[config.mk]
export PLATFORM = sky130hd
export DESIGN_NAME = in_service_unit
export DESIGN_NICKNAME = d
export VERILOG_FILES = /design/src/rtl/in_service_unit.sv
export SDC_FILE = /design/constraint.sdc
export NUM_CORES = 1
export LEC_CHECK = 0
export CAP_MARGIN = 15
export CORE_MARGIN = 10
export CORE_UTILIZATION = 46
export DETAILED_ROUTE_END_ITERATION = 12
export GPL_ROUTABILITY_DRIVEN = 0
export PLACE_DENSITY_LB_ADDON = 0.25
export SLEW_MARGIN = 10
export SYNTH_ARGS = -nofsm -noshare
export SYNTH_HDL_FRONTEND = slang
export SYNTH_SLANG_ARGS = --single-unit
[constraint.sdc]
create_clock -name clock -period 2.9 [get_ports clock]
set_input_delay 0.58 -clock clock [delete_from_list [all_inputs] [get_ports clock]]
set_output_delay 0.58 -clock clock [all_outputs]
set_load 0.01 [all_outputs]
[src/rtl/in_service_unit.sv]
// In-service register tracker for the interrupt controller: records acknowledged levels,
// retires them through EOI commands and owns the rotating-priority pointer.
module in_service_unit #(
   parameter int NUM_IRQ = 8,
   parameter int IDX_W   = $clog2(NUM_IRQ)
) (
   input  logic               clock,
   input  logic               reset_n,
   input  logic               acknowledge,
   input  logic [NUM_IRQ-1:0] ack_vector,
   input  logic               auto_eoi,
   input  logic               auto_rotate,
   input  logic               eoi_valid,
   input  logic [2:0]         eoi_cmd,
   input  logic [IDX_W-1:0]   eoi_level,
   input  logic               special_mask_mode,
   input  logic [NUM_IRQ-1:0] interrupt_mask,
   output logic [NUM_IRQ-1:0] in_service_register,
   output logic [NUM_IRQ-1:0] highest_level_in_service,
   output logic [IDX_W-1:0]   priority_rotate,
   output logic               in_service_any,
   output logic               eoi_error
);

   localparam logic [2:0] CMD_NS_EOI     = 3'b001;
   localparam logic [2:0] CMD_SP_EOI     = 3'b011;
   localparam logic [2:0] CMD_ROT_NS_EOI = 3'b101;
   localparam logic [2:0] CMD_ROT_SP_EOI = 3'b111;
   localparam logic [2:0] CMD_SET_PRIO   = 3'b110;

   logic [NUM_IRQ-1:0]   r_isr;
   logic [IDX_W-1:0]     r_prio;
   logic                 r_eoi_error;

   logic [NUM_IRQ-1:0]   w_isr_next;
   logic [IDX_W-1:0]     w_prio_next;
   logic                 w_err_next;

   logic [NUM_IRQ-1:0]   w_em;
   logic [NUM_IRQ-1:0]   w_masked;
   logic [IDX_W-1:0]     w_shift;
   logic [2*NUM_IRQ-1:0] w_rot_right;
   logic [NUM_IRQ-1:0]   w_rel;
   logic [NUM_IRQ-1:0]   w_rel_low;
   logic [2*NUM_IRQ-1:0] w_rot_left;
   logic [NUM_IRQ-1:0]   w_highest;
   logic [NUM_IRQ-1:0]   w_target;
   logic                 w_ack_onehot;
   logic [NUM_IRQ-1:0]   w_clear;
   logic [NUM_IRQ-1:0]   w_set;

   function automatic logic [IDX_W-1:0] f_index(input logic [NUM_IRQ-1:0] v);
      f_index = '0;
      for (int i = 0; i < NUM_IRQ; i++) begin
         if (v[i]) f_index = IDX_W'(i);
      end
   endfunction

   // Priority search happens in a frame where the highest-priority level sits at bit 0;
   // NUM_IRQ is a power of two, so the index addition wraps naturally.
   assign w_em        = special_mask_mode ? interrupt_mask : '0;
   assign w_masked    = r_isr & ~w_em;
   assign w_shift     = r_prio + IDX_W'(1);
   assign w_rot_right = {w_masked, w_masked} >> w_shift;
   assign w_rel       = w_rot_right[NUM_IRQ-1:0];
   assign w_rel_low   = w_rel & (~w_rel + NUM_IRQ'(1));
   assign w_rot_left  = {w_rel_low, w_rel_low} << w_shift;
   assign w_highest   = w_rot_left[2*NUM_IRQ-1:NUM_IRQ];

   assign w_target     = NUM_IRQ'(1) << eoi_level;
   assign w_ack_onehot = (ack_vector != '0) &&
                         ((ack_vector & (ack_vector - NUM_IRQ'(1))) == '0);

   always_comb begin
      w_clear     = '0;
      w_set       = '0;
      w_prio_next = r_prio;
      w_err_next  = 1'b0;

      if (eoi_valid) begin
         case (eoi_cmd)
            CMD_NS_EOI, CMD_ROT_NS_EOI: begin
               if (w_highest == '0) begin
                  w_err_next = 1'b1;
               end else begin
                  w_clear = w_highest;
                  if (eoi_cmd[2]) w_prio_next = f_index(w_highest);
               end
            end
            CMD_SP_EOI, CMD_ROT_SP_EOI: begin
               if ((r_isr & w_target) == '0) w_err_next = 1'b1;
               else                          w_clear    = w_target;
               if (eoi_cmd[2]) w_prio_next = eoi_level;
            end
            CMD_SET_PRIO: w_prio_next = eoi_level;
            default: ;
         endcase
      end

      // Acknowledge is applied last so its AEOI rotation overrides any EOI rotation.
      if (acknowledge) begin
         if (!w_ack_onehot) begin
            w_err_next = 1'b1;
         end else if (!auto_eoi) begin
            w_set = ack_vector;
         end else if (auto_rotate) begin
            w_prio_next = f_index(ack_vector);
         end
      end

      w_isr_next = (r_isr & ~w_clear) | w_set;
   end

   always_ff @(posedge clock) begin
      if (!reset_n) begin
         r_isr       <= '0;
         r_prio      <= IDX_W'(NUM_IRQ - 1);
         r_eoi_error <= 1'b0;
      end else begin
         r_isr       <= w_isr_next;
         r_prio      <= w_prio_next;
         r_eoi_error <= w_err_next;
      end
   end

   assign in_service_register      = r_isr;
   assign highest_level_in_service = w_highest;
   assign priority_rotate          = r_prio;
   assign in_service_any           = |w_masked;
   assign eoi_error                = r_eoi_error;

endmodule

==> reports/qor.yml, run 1 <==
status:
  flow.stopped_at: "global routing"
  error_message: "[ERROR DPL-0033] detailed placement checks failed during check placement."
  result_of_the_run: "did not finish"
yosys:
  synth-warning-count: 0
  synth.yosys.seq_area_share_pct: 11.2
  post_synth_edffs: 0
  synth.net_count: 333
  syn-mean-instance-area_um2: 7.06
  synthesis.area_um2: 2140
  number_of_different_library_cells_in_the_post_synthesis_netlist: 67
  syn_inst: 303
  async_flop_share_pct: 0
  synth.ff_latch_count: 12
  dominantRegCellSynth: "dfxtp_1"
clock_network:
  hold_buffers: 0
  clock_buffer_count_from_cts: 3
  cts_max_level: 1
  clock_tree.root_cell: "clkbuf_8"
  cts_sinks: 12
  max_root_sink_buffers: 2
placed_design:
  numPortBuffers: 49
  place.detailed.hpwl_um: 7280
sta:
  worstEndpointType: "primary output"
  worst_endpoint: "highest_level_in_service[0]"
die:
  ios: 50
  die-width_um: 88.2
  height_of_the_die_um: 88.2
  num_rows: 24
  floorplan.initialDensity_pct: 48.1
global_routing:
  antenna_violations_before_repair: 1
  grt_max_degree: 21
==> cell families after synthesis <==
logic type / after synthesis / share of synthesized area (%)
xor+xnor: 3 / 1.58
buf+inv: 36 / 7.89
simple gates: 108 / 25.7
flops: 12 / 11.2
compound gates: 116 / 38.4
mux: 26 / 14.2
fa+ha+maj: 2 / 1.05
==> cell usage after synthesis, drive strengths merged (3+ instances only) <==
cell type / number / area [um^2]
clkbuf: 12 / 45.0
nor2b: 6 / 37.5
a31oi: 3 / 18.8
a32oi: 5 / 43.8
nor4: 4 / 25.0
or4: 3 / 22.5
mux2i: 15 / 150
o211ai: 6 / 45.0
a22oi: 7 / 52.6
a41oi: 3 / 26.3
buf: 6 / 56.3
mux2: 9 / 109
nand3: 12 / 60.1
dfxtp: 12 / 240
nand4: 6 / 37.5
and2: 5 / 36.3
nand2: 23 / 86.3
nor3: 18 / 90.1
a21o: 9 / 67.6
inv: 18 / 67.6
and3: 3 / 18.8
o221ai: 3 / 26.3
a21oi: 19 / 95.1
a211oi: 8 / 60.1
o21a: 3 / 22.5
nor2: 20 / 75.1
o22ai: 5 / 37.5
o21ai: 18 / 90.1
==> what timing repair did <==
action / 4_1_cts
resized for setup: 100
endpoints found under the hold margin: 0
cloned: 3
pin swaps: 32
buffers inserted: 23
endpoints found under the setup margin: 16
==> metrics by stage <==
stage	area (um^2)	instances	util (%)	setup WS, ns	setup TNS [ns]
floorplan	2140	303	-	0.0114	0
global placement	3240	472	72.9	-1.06	-10.27
detailed placement	3240	472	72.9	-1.02	-10.71
CTS	3740	501	84.2	-0.326	-2.36
==> inputs of run 2 (changes only) <==
Settings changed: CORE_UTILIZATION 46 to 40, PLACE_DENSITY_LB_ADDON 0.25 to 0.15.
Clock period 2.9 ns to 3.8 ns, I/O delays scaled along.
==> reports/qor.yml, run 2 <==
clock_network:
  hold_buffers: 0  # unchanged
  max_root_sink_buffers: 2  # unchanged
  cts_max_level: 1  # unchanged
  clkLatencyLatePin_ns: 0.25
  tritoncts_clock_tree: "yes"
  clock_tree.root_cell: "clkbuf_8"
  clkSlewWorstSetupHoldPaths_ns: 0.06
  cts_sinks: 12  # unchanged
  clock_buffer_count_from_cts: 3  # unchanged
detailed_routing:
  drc: 0
  routed-via-count: 3008
  router_iterations_before_antenna_repair: 6
  via_per_inst: 6.28
  drtAntennaViolNets: 0
  finalWirelength_um: 9250
  drt-initial-drc-count: 351
  drt-wirelength-per-cell_um: 19.3
yosys:
  syn_inst: 303  # unchanged
  synth.yosys.seq_area_share_pct: 11.2  # unchanged
  synth_top_area_share_pct: 11.2  # unchanged
  netlist.top_cell.by_area: "dfxtp_1"
  list_of_most_frequent_post_synthesis_cells: "nand2_1 (23), nor2_1 (20), a21oi_1 (19)"
  synth-warning-count: 0  # unchanged
  yosys-top-cells-area: "dfxtp_1 (11%), mux2i_1 (7.0%), a21oi_1 (4.4%)"
  syn-mean-instance-area_um2: 7.06  # unchanged
  synthMostInstantiatedCell: "nand2_1"
  dominantRegCellSynth: "dfxtp_1"
  async_flop_share_pct: 0  # unchanged
  post_synth_edffs: 0  # unchanged
  number_of_different_library_cells_in_the_post_synthesis_netlist: 67  # unchanged
  synth.ff_latch_count: 12  # unchanged
  synthesis.area_um2: 2140  # unchanged
  synth.net_count: 333  # unchanged
sta:
  post_layout_worst_setup_margin_ns: 0.0614
  fmax_mhz: 267
  final.setup_skew_ns: 0.00776
  transition_time_at_the_pin_with_the_least_slew_margin_ns: 0.500
  fin_crit_ns: 3.74
  setup_viol: 0
  slew_viol_final: 0
  timing.final.hold_violations: 0
  final.hold.worst_slack_ns: 0.590
  grt_setup_unrepaired: "no"
  share_of_the_clock_period_used_by_the_worst_path_pct: 98.4
  max_slew_margin_pct: 66.6
  timing.setup.tns_ns: 0
die:
  floorplan.initialDensity_pct: 41.6  # -6.5 points
  num_rows: 26  # +8.3%
  core_region_area_um2: 5140
  height_of_the_die_um: 93.1  # +5.6%
  dieArea_um2: 8670
  ios: 50  # unchanged
  die-width_um: 93.1  # +5.6%
worst_setup_path:
  reg2reg_depth: 11
  worst_setup_path_end_kind: "output port"
  slowest_stage: "mux4_2"
  worst-endpoint-arrival_ns: 2.98
  critical_path.cell_chain: "dlygate4sd2_1, mux2_4, a21o_1, mux4_2, and2_4, buf_4, a41oi_2, a32oi_2, clkdlybuf4s15_2"
  max_stage_delay_ns: 0.49
  timing.critical_path.fanout_max: 4
  critPathLaunchType: "primary input"
  timing.setup.critical_path_class: "primary input to output port"
  required_ns: 3.04
cells_and_area:
  final_cell_area_um2: 3370
  final_common_cell: "buf_4"
  largest_register_ff_count: 8
  layout-drive-gt1-share_pct: 31.1
  layout_common_cells: "buf_4 (67), clkdlybuf4s50_1 (32), nand2_1 (23)"
  fin_cells: 479
  fillerInstances: 482
  finish.utilization_pct: 65.5
  syn2layout_area_growth_pct: 57.4
  num-nets-final: 440
  antennaDiodeCount: 0
placed_design:
  dp.cells: 462  # -2.1%
  postPlaceCellArea_um2: 3050  # -5.8%
  place.detailed.hpwl_um: 6970  # -4.2%
  numPortBuffers: 49  # unchanged
  pre_cts_ws_ns: -0.560  # +0.461 ns
power:
  power.leakage_nw: 1.41
  power-per-cell-area_nw_per_um2: 227
  peakVddDrop_v: 0.000212
  post_route_total_power_mw: 0.763
hold_path:
  hold_path_class: "register to register"
  holdPathStages: 2
global_routing:
  antenna_violations_before_repair: 0
  grt_pass1_vias: 2875
  grt_overflow_total: 0
  grt_max_degree: 22
  grtUsageTotal_pct: 20.3
  grt_pass1_wl_um: 14800
status:
  result_of_the_run: "completed"
run:
  max_cap_viol_count: 0
run 2: metal layers:
layer / vias up / GRT usage (%) / part of all wire [%]
met4: 0 / 7.33 / 3.1
met3: 27 / 4.24 / 7.9
met1: 1414 / 26.6 / 43
met2: 164 / 31.7 / 46
met5: - / 0 / 0
li1: 1403 / - / -
run 2: timing repair:
action                     4_1_cts  5_1_grt
hold endpoints to repair         0        0
gates resized for setup         49       24
pin swaps                        7        4
setup endpoints to repair        8        8
setup buffers                    6        6
cloned                           1        0
run 2: cells by family after synthesis:
| logic type | share of synthesized area (%) |
|---|---|
| XOR/XNOR | 1.58 |
| AO/OA/AOI/OAI | 38.4 |
| AND/OR/NAND/NOR | 25.7 |
| flip-flops | 11.2 |
| multiplexers | 14.2 |
| adder cells (fa/ha/maj) | 1.05 |
| buffers and inverters | 7.89 |
run 2: path summary, 6_finish.rpt:
path,start,to,slack [ns]
max,interrupt_mask[0],highest_level_in_service[0],0.06
min,in_service_register[7]$_SDFF_PN0_,in_service_register[7]$_SDFF_PN0_,0.59
max reg2reg,priority_rotate[0]$_SDFF_PN1_,in_service_register[4]$_SDFF_PN0_,0.69
min reg2reg,in_service_register[7]$_SDFF_PN0_,in_service_register[7]$_SDFF_PN0_,0.59
run 2: area by class of cell:
class | instances | area, um^2 | share of cell area [%]
repair buffers | 120 | 1010 | 30.1
well taps | 70 | 87.6 | 2.60
inverters | 18 | 67.6 | 2.01
multi-input cells | 255 | 1900 | 56.5
flip-flops and latches | 12 | 240 | 7.13
clock buffers | 4 | 55.1 | 1.63
run 2: report_power, final:
group / switching, mW / total, mW / leakage, nW / internal (mW)
combinational: 0.259 / 0.481 / 1.28 / 0.222
sequential: 0.00747 / 0.139 / 0.0977 / 0.131
clock: 0.0524 / 0.144 / 0.0288 / 0.0917
run 2: critical path, delay by kind of cell:
kind            cells  cell delay [ns]
buf+inv             3             0.66
simple gates        1             0.19
compound gates      3             0.57
mux                 2             0.80
Note: power is estimated with default switching activity, not from simulation.
==> inputs of run 3 (changes only) <==
Settings changed: PLACE_DENSITY set to 0.66, PLACE_DENSITY_LB_ADDON 0.15 to unset.
==> reports/qor.yml, run 3 (synthesis results as in run 2) <==
clock_network:
  clkSlewWorstSetupHoldPaths_ns: 0.05  # about the same
  max_root_sink_buffers: 2  # unchanged
  tritoncts_clock_tree: "yes"
  clock_tree.root_cell: "clkbuf_8"
  cts_max_level: 1  # unchanged
  hold_buffers: 0  # unchanged
  cts_sinks: 12  # unchanged
  clkLatencyLatePin_ns: 0.25  # about the same
  clock_buffer_count_from_cts: 3  # unchanged
sta:
  transition_time_at_the_pin_with_the_least_slew_margin_ns: 0.534  # +0.0337 ns
  slew_viol_final: 0  # unchanged
  final.setup_skew_ns: 0.00401  # -0.00375 ns
  grt_setup_unrepaired: "no"
  timing.final.hold_violations: 0  # unchanged
  fin_crit_ns: 3.70  # -0.0381 ns
  fmax_mhz: 270  # +1.0%
  timing.setup.tns_ns: 0  # unchanged
  max_slew_margin_pct: 64.0  # -2.6 points
  setup_viol: 0  # unchanged
  final.hold.worst_slack_ns: 0.610  # +0.0199 ns
  share_of_the_clock_period_used_by_the_worst_path_pct: 97.4  # -1.0 points
global_routing:
  grt_overflow_total: 0  # unchanged
  grt_pass1_wl_um: 14700  # -0.28%
  antenna_violations_before_repair: 0  # unchanged
  grtUsageTotal_pct: 20.7  # +0.41 points
  grt_pass1_vias: 2917  # +1.5%
  grt_max_degree: 21  # -4.5%
worst_setup_path:
  worst-endpoint-arrival_ns: 2.94  # -0.04 ns
  timing.critical_path.fanout_max: 3  # -1
  critPathLaunchType: "primary input"
  required_ns: 3.04  # about the same
  r2r-end: "in_service_register[6]$_SDFF_PN0_"
  reg2reg_depth: 14  # +3
  r2r-start: "priority_rotate[0]$_SDFF_PN1_"
  timing.setup.critical_path_class: "primary input to output port"
  ff2ff_setup_slack_ns: 0.72  # +0.03 ns
  worst_setup_path_end_kind: "output port"
die:
  num_rows: 26  # unchanged
  ios: 50  # unchanged
  die-width_um: 93.1  # unchanged
  floorplan.initialDensity_pct: 41.6  # unchanged
  height_of_the_die_um: 93.1  # unchanged
  dieArea_um2: 8670  # unchanged
  core_region_area_um2: 5140  # unchanged
hold_path:
  min_from: "in_service_register[7]$_SDFF_PN0_"
  hold-path-endpoint: "in_service_register[7]$_SDFF_PN0_"
  hold_path_class: "register to register"
  holdPathStages: 2  # unchanged
status:
  result_of_the_run: "completed"
placed_design:
  place.detailed.hpwl_um: 6950  # -0.27%
  numPortBuffers: 49  # unchanged
power:
  power-per-cell-area_nw_per_um2: 229  # +1.2%
  peakVddDrop_v: 0.000143  # -33%
  power.leakage_nw: 1.42  # +0.88%
detailed_routing:
  router_iterations_before_antenna_repair: 5  # -1
  routed-via-count: 3112  # +3.5%
  drc: 0  # unchanged
  via_per_inst: 6.44  # +2.6%
  drt-wirelength-per-cell_um: 20.1  # +4.1%
  drt-initial-drc-count: 425  # +21%
  finalWirelength_um: 9710  # +5.0%
  drtAntennaViolNets: 0  # unchanged
cells_and_area:
  layout-drive-gt1-share_pct: 32.9  # +1.9 points
  fillerInstances: 442  # -8.3%
  antennaDiodeCount: 0  # unchanged
  final_common_cell: "buf_4"
  largest_register_ff_count: 8  # unchanged
  layout_common_cells: "buf_4 (70), clkdlybuf4s50_1 (32), nand2_1 (22)"
  num-nets-final: 444  # +0.91%
  syn2layout_area_growth_pct: 62.6
run:
  max_cap_viol_count: 0  # unchanged
-- run 3: cell types whose count changed in the layout (fill, tap and decap cells not counted), sizes merged --
cell / change
buf: +3
clkdlybuf4s15: +3
clkbuf: -2
-- run 3: metal layers --
layer | part of all wire, % | wire length [um] | GRT usage [%] | vias to the layer above
li1 | - | - | - | 1409
met3 | 9.5 | 923 | 4.32 | 29
met2 | 48 | 4660 | 34.2 | 219
met4 | 2.9 | 280 | 8.35 | 0
met1 | 40 | 3850 | 25.4 | 1455
met5 | 0 | 0 | 0 | -
-- run 3: per-stage QoR --
stage | util [%] | setup slack [ns] | instance area, um^2 | cells | power [mW]
floorplan | - | 0.470 | 2140 | 303 | 0.358
global placement | 59.0 | -0.635 | 3030 | 458 | 0.563
detailed placement | 59.0 | -0.547 | 3030 | 458 | 0.562
CTS | 64.3 | 0.00392 | 3310 | 474 | 0.741
global route | 67.7 | 0.00164 | 3480 | 483 | 0.834
finish | 67.7 | 0.0996 | 3480 | 483 | 0.798
-- run 3: what timing repair did --
| item | 4_1_cts | 5_1_grt |
|---|---|---|
| pin swaps | 12 | 8 |
| hold endpoints to repair | 0 | 0 |
| setup buffers | 11 | 9 |
| cloned | 1 | 0 |
| setup endpoints to repair | 8 | 8 |
| gates resized for setup | 54 | 28 |
-- run 3: area by class of cell --
class / count / area (um^2) / area share (%)
repair buffers: 124 / 1060 / 30.6
clock buffers: 4 / 55.1 / 1.58
multi-input cells: 255 / 1960 / 56.4
flip-flops and latches: 12 / 240 / 6.91
inverters: 18 / 67.6 / 1.94
well taps: 70 / 87.6 / 2.52
-- run 3: power breakdown --
part           total, mW  internal (mW)  switching, mW  leakage, nW
Clock              0.144         0.0918         0.0517       0.0288
Combinational      0.515          0.240          0.275         1.30
Sequential         0.139          0.131        0.00796       0.0977
-- run 3: worst max-delay path, cell delays in order --
cell,delay (ns)
dlygate4sd2_1,0.26
mux2_4,0.31
a21o_1,0.19
buf_4,0.14
buf_4,0.12
buf_4,0.13
nand3_1,0.07
o21ai_0,0.13
a41oi_2,0.30
o21bai_2,0.19
mux2i_2,0.11
clkdlybuf4s15_2,0.24
-- run 3: how the worst max path moves through the flow --
stage          slack (ns)  cells past startpoint                           from                           to
6_report              0.1                     12              interrupt_mask[0]  highest_level_in_service[2]
5_1_grt             0.002                     12  priority_rotate[0]$_SDFF_PN1_  highest_level_in_service[2]
4_1_cts             0.004                     11  priority_rotate[0]$_SDFF_PN1_  highest_level_in_service[3]
3_5_place_dp        -0.55                      9              interrupt_mask[6]  highest_level_in_service[2]
3_3_place_gp        -0.64                      9              interrupt_mask[6]  highest_level_in_service[2]
2_1_floorplan        0.47                      9              special_mask_mode  highest_level_in_service[3]
==> inputs of run 4 (changes only) <==
Settings changed: CORE_MARGIN 10 to unset, CTS_CLUSTER_DIAMETER set to 80, PLACE_DENSITY 0.66 to 0.69.
Clock period 3.8 ns to 3.4 ns, I/O delays scaled along.
==> reports/qor.yml, run 4 (synthesis results as in run 2) <==
status:
  result_of_the_run: "finished, violations left"
  violations_in_the_final_reports: "setup timing"
detailed_routing:
  drt-initial-drc-count: 396  # -6.8%
  routed_metal_1_wirelength_um: 4010  # +4.3%
  drtAntennaViolNets: 0  # unchanged
  routed-via-count: 3351  # +7.7%
  via_per_inst: 6.60  # +2.4%
  finalWirelength_um: 10400  # +7.4%
  router_iterations_before_antenna_repair: 5  # unchanged
  routed.top_layer: "met4"
  detailroute.wirelength.met2_um: 4800  # +2.9%
  amount_of_wire_on_met3_after_detailed_routing_um: 1150  # +25%
  drt-wirelength-per-cell_um: 20.5  # +2.1%
  drc: 0  # unchanged
worst_setup_path:
  critPathLaunchType: "register"
  worst_setup_path_end_kind: "output port"
  critical_path.cell_chain: "bufbuf_16, mux2i_2, a21o_1, mux4_2, and2_4, nand2_4, or4_4, o21ai_4, buf_6"
  cp_delay_by_family_top: "simple AND/OR/NAND/NOR gates"
  timing.setup.critical_path_class: "register to output port"
  worst-endpoint-arrival_ns: 2.80  # -0.14 ns
  required_ns: 2.72  # -0.32 ns
  slowest_stage: "or4_4"
  max_stage_delay_ns: 0.53  # +0.22 ns
  timing.critical_path.fanout_max: 7  # +4
  path_buf_inv: 2  # -3
power:
  power_frac_seq_pct: 16.1  # -1.3 points
  power.leakage_nw: 1.56  # +10%
  pwr-share-comb_pct: 67.7  # +3.1 points
  post_route_total_power_mw: 0.977  # +22%
  power_frac_clock_pct: 16.3  # -1.7 points
  power-per-cell-area_nw_per_um2: 254  # +11%
  power.switching_mw: 0.413  # +23%
  peakVddDrop_v: 0.000174  # +22%
  power_switching_share_pct: 42.3  # +0.33 points
  internal_power_component_mw: 0.563  # +22%
die:
  die-width_um: 75.1  # -19%
  dieArea_um2: 5650  # -35%
  num_rows: 26  # unchanged
  core_region_area_um2: 5140  # unchanged
  ios: 50  # unchanged
  height_of_the_die_um: 75.1  # -19%
  floorplan.initialDensity_pct: 41.6  # unchanged
cells_and_area:
  syn2layout_area_growth_pct: 79.4
  final_common_cell: "buf_4"
  antennaDiodeCount: 0  # unchanged
  finish.utilization_pct: 74.7  # +7.0 points
  num-nets-final: 469  # +5.6%
  largest_register_ff_count: 8  # unchanged
  layout-drive-gt1-share_pct: 42.5  # +9.5 points
  layout_common_cells: "buf_4 (91), clkdlybuf4s50_1 (32), nand2_1 (22)"
  final_cell_area_um2: 3840  # +10%
placed_design:
  numPortBuffers: 49  # unchanged
  postPlaceCellArea_um2: 3200  # +5.4%
  place.detailed.hpwl_um: 6880  # -0.97%
sta:
  slew_viol_final: 0  # unchanged
  timing.final.hold_violations: 0  # unchanged
  fmax_mhz: 287
  share_of_the_clock_period_used_by_the_worst_path_pct: 102
  timing.setup.tns_ns: -0.0835  # -0.0835 ns
  transition_time_at_the_pin_with_the_least_slew_margin_ns: 0.494  # -0.0404 ns
  max_slew_margin_pct: 66.8  # +2.8 points
  final.setup_skew_ns: 0.00288  # -0.00113 ns
  grt_setup_unrepaired: "yes"
  setup_viol: 1  # +1
  post_layout_worst_setup_margin_ns: -0.0835  # -0.183 ns
  fin_crit_ns: 3.48
clock_network:
  cts_max_level: 1  # unchanged
  clock_buffer_count_from_cts: 3  # unchanged
  clkSlewWorstSetupHoldPaths_ns: 0.05  # about the same
  cts_sinks: 12  # unchanged
  tritoncts_clock_tree: "yes"
  clkLatencyLatePin_ns: 0.25  # about the same
  clock_tree.root_cell: "clkbuf_8"
  max_root_sink_buffers: 2  # unchanged
global_routing:
  grt_pass1_vias: 3047  # +4.5%
  grt_max_degree: 19  # -9.5%
  grt_pass1_wl_um: 14900  # +0.79%
  grtUsageTotal_pct: 35.1  # +14 points
  grt_overflow_total: 0  # unchanged
  antenna_violations_before_repair: 0  # unchanged
hold_path:
  hold_path_class: "register to register"
run:
  max_cap_viol_count: 0  # unchanged
run 4: changes by cell type in the layout (fill, tap and decap cells not counted), moves of 4 or more:
cell,before,now
buf_6,3,7
clkdlybuf4s15_2,4,0
nor3_1,15,11
dlygate4sd2_1,8,3
buf_4,70,91
buf_2,1,6
run 4: layout make-up:
class | count | area (um^2)
sequential | 12 | 244
timing repair buffer | 149 | 1260
tap | 70 | 87.6
multi-input combinational | 255 | 2130
clock buffer | 4 | 55.1
fill | 393 | 1300
inverter | 18 | 67.6
run 4: path summary, 6_finish.rpt:
kind	cells after the start	from	slack (ns)	endpoint
hold reg to reg	3	in_service_register[7]$_SDFF_PN0_	0.75	in_service_register[7]$_SDFF_PN0_
setup reg to reg	13	priority_rotate[0]$_SDFF_PN1_	0.29	in_service_register[5]$_SDFF_PN0_
hold / removal	3	in_service_register[7]$_SDFF_PN0_	0.75	in_service_register[7]$_SDFF_PN0_
setup / recovery	9	priority_rotate[0]$_SDFF_PN1_	-0.08	highest_level_in_service[3]
run 4: per-stage QoR:
step	cells	setup slack, ns	hold WS [ns]
after floorplan	303	0.230	0.547
after global placement	480	-0.695	0.655
after detailed placement	480	-0.725	0.681
after CTS	497	0.00154	0.703
after global routing	508	-0.150	0.771
final	508	-0.0835	0.753
run 4: layer usage:
layer	up-vias	track usage, %
met3	63	7.76
met2	280	59.4
met5	-	0
li1	1460	-
met4	0	11.3
met1	1548	44.4
run 4: tightest hold or removal path, stage by stage (launching register included):
cell and delay [ns]:
dfxtp_1 0.36, buf_4 0.16, inv_1 0.09, o31ai_1 0.09
run 4: timing repair:
| item | CTS | global route |
|---|---|---|
| hold buffers | 0 | 0 |
| resized for setup | 90 | 53 |
| endpoints found under the setup margin | 8 | 8 |
| setup buffers | 11 | 11 |
| gates cloned | 2 | 0 |
| pin swaps | 18 | 20 |
run 4: power groups by stage:
stage	clock network (mW)	logic, mW	registers (mW)
2_1_floorplan	0	0.241	0.159
3_3_place_gp	0	0.485	0.154
3_5_place_dp	0	0.487	0.155
4_1_cts	0.161	0.544	0.154
5_1_grt	0.167	0.693	0.158
6_report	0.159	0.661	0.157
